<file path="config.mk">
export PLATFORM = sky130hd
export DESIGN_NAME = byte_word_reader_flat
export DESIGN_NICKNAME = d
export VERILOG_FILES = /design/src/rtl/byte_word_reader_if.sv /design/src/rtl/byte_word_reader.sv /design/src/flat_wrapper.sv
export SDC_FILE = /design/constraint.sdc
export NUM_CORES = 1
export LEC_CHECK = 0
export CORE_MARGIN = 4
export CORE_UTILIZATION = 52
export DETAILED_ROUTE_END_ITERATION = 12
export PLACE_DENSITY = 0.95
export SETUP_SLACK_MARGIN = 0.4
export SLEW_MARGIN = 25
export SYNTH_ARGS = -nofsm -noshare
export SYNTH_HDL_FRONTEND = slang
export SYNTH_SLANG_ARGS = --single-unit
</file>
<file path="constraint.sdc">
create_clock -name clk -period 3.2 [get_ports clk]
set_clock_uncertainty 0.05 [all_clocks]
set_input_delay 0.64 -clock clk [delete_from_list [all_inputs] [get_ports clk]]
set_output_delay 0.64 -clock clk [all_outputs]
set_load 0.02 [all_outputs]
</file>
<file path="src/rtl/byte_word_reader_if.sv">
// Byte-wide request/acknowledge bus between the reader and the external bus interface.
interface byte_word_reader_if #(
    parameter int AW = 20
);
    logic [AW-1:0] b_addr;
    logic          b_access;
    logic [7:0]    b_rdata;
    logic          b_ack;

    modport master (output b_addr, output b_access, input b_rdata, input b_ack);
    modport slave  (input b_addr, input b_access, output b_rdata, output b_ack);
endinterface

</file>
<file path="src/rtl/byte_word_reader.sv">
// Reads one or two bytes over the 8-bit bus, assembles them little-endian and
// issues a single-cycle write of the 16-bit result to the temp register.
//
// state | meaning
// ------+-------------------------------------------------------------
// IDLE  | waiting for start; b_addr holds its last value
// LO    | bus request for the low byte at the captured address
// TURN  | one-cycle bus turnaround, b_access low, b_addr = addr+1
// HI    | bus request for the high byte at addr+1
// DONE  | wr_en pulse with the assembled value
module byte_word_reader #(
    parameter int AW = 20
) (
    input  logic               clk,
    input  logic               reset_n,
    input  logic               start,
    input  logic [AW-1:0]      addr,
    input  logic               is_8bit,
    output logic               busy,
    byte_word_reader_if.master bus,
    output logic [15:0]        wr_val,
    output logic               wr_en
);

    typedef enum logic [2:0] {
        IDLE = 3'd0,
        LO   = 3'd1,
        TURN = 3'd2,
        HI   = 3'd3,
        DONE = 3'd4
    } state_t;

    state_t        state_q, state_d;
    logic [AW-1:0] b_addr_q, b_addr_d;
    logic          b_access_q, b_access_d;
    logic          busy_q, busy_d;
    logic          wr_en_q, wr_en_d;
    logic [15:0]   wr_val_q, wr_val_d;
    logic [7:0]    lo_q, lo_d;
    logic          is8_q, is8_d;

    // Every output is a flop loaded from the next-state decode, so no input
    // reaches an output without passing through a register.
    always_ff @(posedge clk or negedge reset_n) begin
        if (!reset_n) begin
            state_q    <= IDLE;
            b_addr_q   <= '0;
            b_access_q <= 1'b0;
            busy_q     <= 1'b0;
            wr_en_q    <= 1'b0;
            wr_val_q   <= 16'h0000;
            lo_q       <= 8'h00;
            is8_q      <= 1'b0;
        end else begin
            state_q    <= state_d;
            b_addr_q   <= b_addr_d;
            b_access_q <= b_access_d;
            busy_q     <= busy_d;
            wr_en_q    <= wr_en_d;
            wr_val_q   <= wr_val_d;
            lo_q       <= lo_d;
            is8_q      <= is8_d;
        end
    end

    always_comb begin
        state_d = state_q;
        case (state_q)
            IDLE: if (start) state_d = LO;
            LO:   if (bus.b_ack) state_d = is8_q ? DONE : TURN;
            TURN: state_d = HI;
            HI:   if (bus.b_ack) state_d = DONE;
            DONE: state_d = IDLE;
            default: state_d = IDLE;
        endcase
    end

    always_comb begin
        busy_d     = (state_d != IDLE);
        b_access_d = (state_d == LO) || (state_d == HI);
        wr_en_d    = (state_d == DONE);
        b_addr_d   = b_addr_q;
        wr_val_d   = wr_val_q;
        lo_d       = lo_q;
        is8_d      = is8_q;
        case (state_q)
            IDLE: begin
                if (start) begin
                    b_addr_d = addr;
                    is8_d    = is_8bit;
                end
            end
            LO: begin
                if (bus.b_ack) begin
                    lo_d = bus.b_rdata;
                    if (is8_q) wr_val_d = {8'h00, bus.b_rdata};
                    else       b_addr_d = b_addr_q + AW'(1);
                end
            end
            HI: begin
                if (bus.b_ack) wr_val_d = {bus.b_rdata, lo_q};
            end
            default: ;
        endcase
    end

    assign bus.b_addr   = b_addr_q;
    assign bus.b_access = b_access_q;
    assign busy         = busy_q;
    assign wr_en        = wr_en_q;
    assign wr_val       = wr_val_q;

endmodule

</file>
<file path="src/flat_wrapper.sv">
// flat-port wrapper written by rule: the top's interface ports become plain ports
module byte_word_reader_flat 
#(
    parameter int AW = 20
)
  (clk, reset_n, start, addr, is_8bit, busy, wr_val, wr_en, bus_b_addr, bus_b_access, bus_b_rdata, bus_b_ack);
  byte_word_reader_if #(.AW(AW)) bus_i ();
  input  logic clk;
  input  logic reset_n;
  input  logic start;
  input  logic [AW-1:0] addr;
  input  logic is_8bit;
  output logic busy;
  output logic [15:0] wr_val;
  output logic wr_en;
  output wire logic [$bits(bus_i.b_addr)-1:0] bus_b_addr;
  output wire logic [$bits(bus_i.b_access)-1:0] bus_b_access;
  input wire logic [$bits(bus_i.b_rdata)-1:0] bus_b_rdata;
  input wire logic [$bits(bus_i.b_ack)-1:0] bus_b_ack;
  assign bus_b_addr = bus_i.b_addr;
  assign bus_b_access = bus_i.b_access;
  assign bus_i.b_rdata = bus_b_rdata;
  assign bus_i.b_ack = bus_b_ack;
  byte_word_reader #(.AW(AW)) u_core (.clk(clk), .reset_n(reset_n), .start(start), .addr(addr), .is_8bit(is_8bit), .busy(busy), .bus(bus_i), .wr_val(wr_val), .wr_en(wr_en));
endmodule
</file>
==> Yosys cells after proc, flatten, opt, wreduce, memory -nomap -nowiden <==
Index checks and enable logic that the tools add are counted.
{ "classes": {"n_addsub": 1, "n_eq_ne": 11, "mux": 13, "reduce_logical": 9} }
{ "ops": {"columns": ["op", "count"], "rows": [
  ["$mux 20", 3],
  ["$mux 16", 3],
  ["$pmux 20 s2", 1],
  ["$pmux 16 s2", 1],
  ["$add 20x1->20 const B", 1],
  ["$mux 3", 4],
  ["$pmux 3 s4", 1],
  ["$eq 3x2->1 const B", 3],
  ["$ne 2x2->1 const B", 4],
  ["$reduce_and 4->1", 2],
  ["$eq 3x1->1 const B", 2],
  ["$reduce_and 2->1", 2],
  ["$reduce_bool 2->1", 2],
  ["$eq 3x3->1 const B", 1],
  ["$logic_not 3->1", 1],
  ["$reduce_bool 3->1", 1],
  ["$ne 2x1->1 const B", 1],
  ["$logic_or 1x1->1", 1]
]} }
{ "totals": {"regBits": 51, "input_bits": 33, "output_inout_bits": 39, "elab_cells": 42} }

==> Depth between registers and ports, before layout <==
{ "depth": {"depth_word": 5, "depth_mapped": 7, "mapped_depth_nobuf": 5} }

==> Worst setup path after synthesis <==
OpenSTA, ideal clock, no wires.
{ "synth_path": {"kind": "input-to-reg", "startpoint": "input port bus_b_ack", "endpoint": "register u_core.b_addr_q[19], in the netlist u_core.bus.b_addr[19]", "setup_time_ns": 0.071, "arrival_ns": 1.680, "required_time_ns": 3.079, "setup_slack_ns": 1.399, "cell_stages": 4, "n_path_buf": 0, "path_cell_list": "nand3b_1 > a211o_1 > or4b_1 > nand4_1"} }
{ "synth_between": {"elab_chain_cells": 2} }
{ "synth_rtl": {"columns": ["element", "line", "rtl"], "rows": [
  ["start: declaration", "flat_wrapper.sv:19", "input wire logic [$bits(bus_i.b_ack)-1:0] bus_b_ack;"],
  ["$ne 2x2->1 (no source line)", null, null],
  ["$reduce_and 4->1 (no source line)", null, null],
  ["end signal: assignment", "byte_word_reader.sv:56", "b_addr_q <= b_addr_d;"],
  ["end: declaration", "byte_word_reader.sv:34", "logic [AW-1:0] b_addr_q, b_addr_d;"]
]} }
No other way between the ends.
A chain may end at the register's enable or synchronous reset.

==> Worst setup path in the final report <==
{ "layout_path": {"startpoint": "input port bus_b_ack", "endpoint": "register u_core.wr_val_q[12], in the netlist u_core.wr_val[12]"} }
{ "layout_between": {"elab_chain_cells": 2, "elab_cells_between_ends": 3, "cone_classes": "eq/ne (2); reduce/logical (1)"} }
{ "layout_rtl": {"columns": ["element", "line", "rtl"], "rows": [
  ["$ne 2x2->1 (no source line)", null, null],
  ["$reduce_and 4->1 (no source line) *", null, null],
  ["end signal: assignment", "byte_word_reader.sv:60", "wr_val_q <= wr_val_d;"],
  ["end: declaration", "byte_word_reader.sv:38", "logic [15:0] wr_val_q, wr_val_d;"]
]} }
Mark *: on every way between the ends. The rest lies on a longest branch, timed or not.

==> impl_metrics.json <==
{
  "die_height_microns": 78.6,
  "vias": 2340,
  "start_kind": "input port",
  "worstPathArrival_ns": 2.45,
  "cts_hold_buf": 0,
  "grt_overflow_total": 0,
  "synth-seq-cells": 51,
  "grt_pass1_vias": 2364,
  "ys_async_sr_fraction_pct": 100,
  "ioPinCount": 72,
  "synth_edf_count": 0,
  "ant_nets": 0,
  "viasPerCell": 5.84,
  "maxCapViolCount": 0,
  "fin_util_pct": 71.2,
  "cts.reportedPaths.clkPinSlew_ns": 0.09,
  "worst_setup_path_end_kind": "flip-flop",
  "pre_cts_ws_ns": 0.624,
  "root_buffer": "clkbuf_8",
  "wl_per_cell_microns": 16.2,
  "clk_path_buf_depth": 2,
  "grt_pass1_wl_microns": 10900,
  "dieArea_sq_mm": 0.00618,
  "power_switching_mw": 1.55,
  "synth_area_leaders": "dfrtp_1, nand2_1, o21ai_0, mux2_2, mux2i_1",
  "clkSinkCount": 51,
  "final-hold-violation-count": 0,
  "drt-total-wl_microns": 6490,
  "coreArea_sq_mm": 0.00479,
  "drv_slew": 0,
  "power_density_mw_per_mm2": 1030,
  "netlist-cell-type-count": 43,
  "drt_iter0_drc": 211,
  "grt_max_degree": 52,
  "synth_top_area_share_pct": 49.2,
  "rows": 25,
  "numCtsBuffers": 5,
  "yosysMostFrequentCell": "dfrtp_1",
  "dp_hpwl_microns": 4550,
  "antenna_found_initial": 0,
  "p_leak_nw": 1.40,
  "portBuffers": 71,
  "cts_setup_buffers": 0,
  "critical_path_class": "in -> reg",
  "path_max_fanout": 26,
  "met2_length_microns": 3160,
  "finalCritPeriodShare_pct": 70.2,
  "routabilityCongestion": 0.931,
  "hold_slack_ns": 0.290,
  "met1_length_microns": 2750,
  "layout-drive-gt1-share_pct": 6.89,
  "setup_tns_ns": 0,
  "synth_area_sq_mm": 0.00259,
  "power_frac_comb_pct": 53.1,
  "pwr-share-seq_pct": 35.9,
  "syn_to_final_growth_pct": 31.4,
  "antennaDiodeCount": 0,
  "met3WireLength_microns": 480,
  "setup_violations": 0,
  "finalNonFillerCells": 401,
  "rsz0062_at_grt": "false",
  "hold_class": "in -> async",
  "syn_inst": 274,
  "fin_ws_ns": 0.953,
  "drtPass1Iterations": 5,
  "ir_drop_v": 0.000533,
  "fin_nets": 367,
  "internal-power_mw": 1.95,
  "required_ns": 3.40,
  "cts_tree": "done",
  "start_util_pct": 54.2,
  "top_layer_used": "met4",
  "cts_resized": 0,
  "synthesis.nets": 308,
  "synth.cells.most_frequent": "dfrtp_1, nand2_1, o21ai_0, nand3_1, a21oi_1",
  "grt_usage_pct": 22.0,
  "die-width_microns": 78.6,
  "syn_area_per_cell_sq_um": 9.47,
  "clock.fmax_mhz": 445,
  "clk_latency_ns": 0.31,
  "swShare_pct": 44.2,
  "pwr-share-clk_pct": 10.9,
  "ys_seq_area_share_pct": 49.2,
  "dp.cells": 393,
  "worstMarginPinSlew_ns": 0.718,
  "h-tree-depth": 2,
  "synthFlopType": "dfrtp_1",
  "ys_warn_count": 0,
  "min_period_ns": 2.25,
  "status": "completed",
  "synth_largest_area_cell": "dfrtp_1",
  "relSlewSlack_pct": 52.1,
  "drc": 0
}
[registers in the layout, summed over array words and instances, names as in the netlist]
name	flops
u_core.busy	1
u_core.bus.b_access	1
u_core.lo_q	8
u_core.is8_q	1
u_core.wr_val	16
u_core.bus.b_addr	20
u_core.state_q	3
u_core.wr_en	1
[final cells by class]
| cell class | count | area (sq um) |
|---|---|---|
| fillers | 362 | 1380 |
| flip-flops and latches | 51 | 1280 |
| multi-input cells | 199 | 1220 |
| repair buffers | 73 | 723 |
| well taps | 67 | 83.8 |
| clock buffers | 6 | 72.6 |
| clock inverters | 2 | 17.5 |
| inverters | 3 | 11.3 |
[path summary, 6_finish.rpt]
kind                                                   start                                end  slack, ns  depth (start not counted)
min in group clk                u_core.wr_val[2]$_DFFE_PN0P_       u_core.wr_val[2]$_DFFE_PN0P_       0.44                          2
max in group asynchronous                            reset_n   u_core.bus.b_addr[6]$_DFFE_PN0P_       2.39                          1
worst min-delay path                                 reset_n  u_core.bus.b_addr[14]$_DFFE_PN0P_       0.29                          1
worst min register to register  u_core.wr_val[2]$_DFFE_PN0P_       u_core.wr_val[2]$_DFFE_PN0P_       0.44                          2
worst max-delay path                               bus_b_ack      u_core.wr_val[12]$_DFFE_PN0P_       0.95                          6
worst max register to register   u_core.state_q[1]$_DFF_PN0_  u_core.bus.b_addr[19]$_DFFE_PN0P_       1.16                          4
[stage by stage]
stage / cell area [sq um] / total power, mW
2_1_floorplan: 2590 / 2.39
3_3_place_gp: 3320 / 3.04
3_5_place_dp: 3320 / 3.11
4_1_cts: 3410 / 3.49
5_1_grt: 3410 / 3.74
6_report: 3410 / 3.49
[worst max-delay path, stage by stage]
cell and delay (ns):
clkdlybuf4s50_1 0.48, nand2_1 0.14, or3_1 0.69, inv_2 0.28
nand3_1 0.11, nand2_1 0.10
[power groups by stage]
| stage | clock network, mW | registers (mW) | logic [mW] |
|---|---|---|---|
| CTS | 0.385 | 1.25 | 1.86 |
| detailed placement | 0 | 1.25 | 1.86 |
| global placement | 0 | 1.23 | 1.80 |
| global route | 0.415 | 1.30 | 2.03 |
| floorplan | 0 | 1.43 | 0.958 |
| finish | 0.382 | 1.26 | 1.86 |
[layer usage]
metal | vias up | track usage, %
met4 | 0 | 7.17
met3 | 10 | 5.39
met1 | 1107 | 28.0
met5 | - | 0
met2 | 101 | 36.7
li1 | 1122 | -
[layout by cell type (no fill, tap or decap), types with 7 or more instances in the layout]
cell type / instances
nand3_1: 18
and3_1: 7
a2bb2oi_1: 7
o21ai_0: 21
clkdlybuf4s50_1: 70
nand2_1: 37
mux2_2: 9
mux2i_1: 10
nor2_1: 14
a21oi_1: 17
nand4_1: 10
dfrtp_1: 51
[cells by family after synthesis]
| kind of cell | Yosys count | share of synthesized area, % |
|---|---|---|
| AND/OR/NAND/NOR | 111 | 21.9 |
| AO/OA/AOI/OAI | 68 | 16.8 |
| flip-flops | 51 | 49.2 |
| buffers and inverters | 24 | 3.86 |
| multiplexers | 19 | 7.76 |
| adder cells (fa/ha/maj) | 1 | 0.482 |
Power figures use the tool's default switching activity.
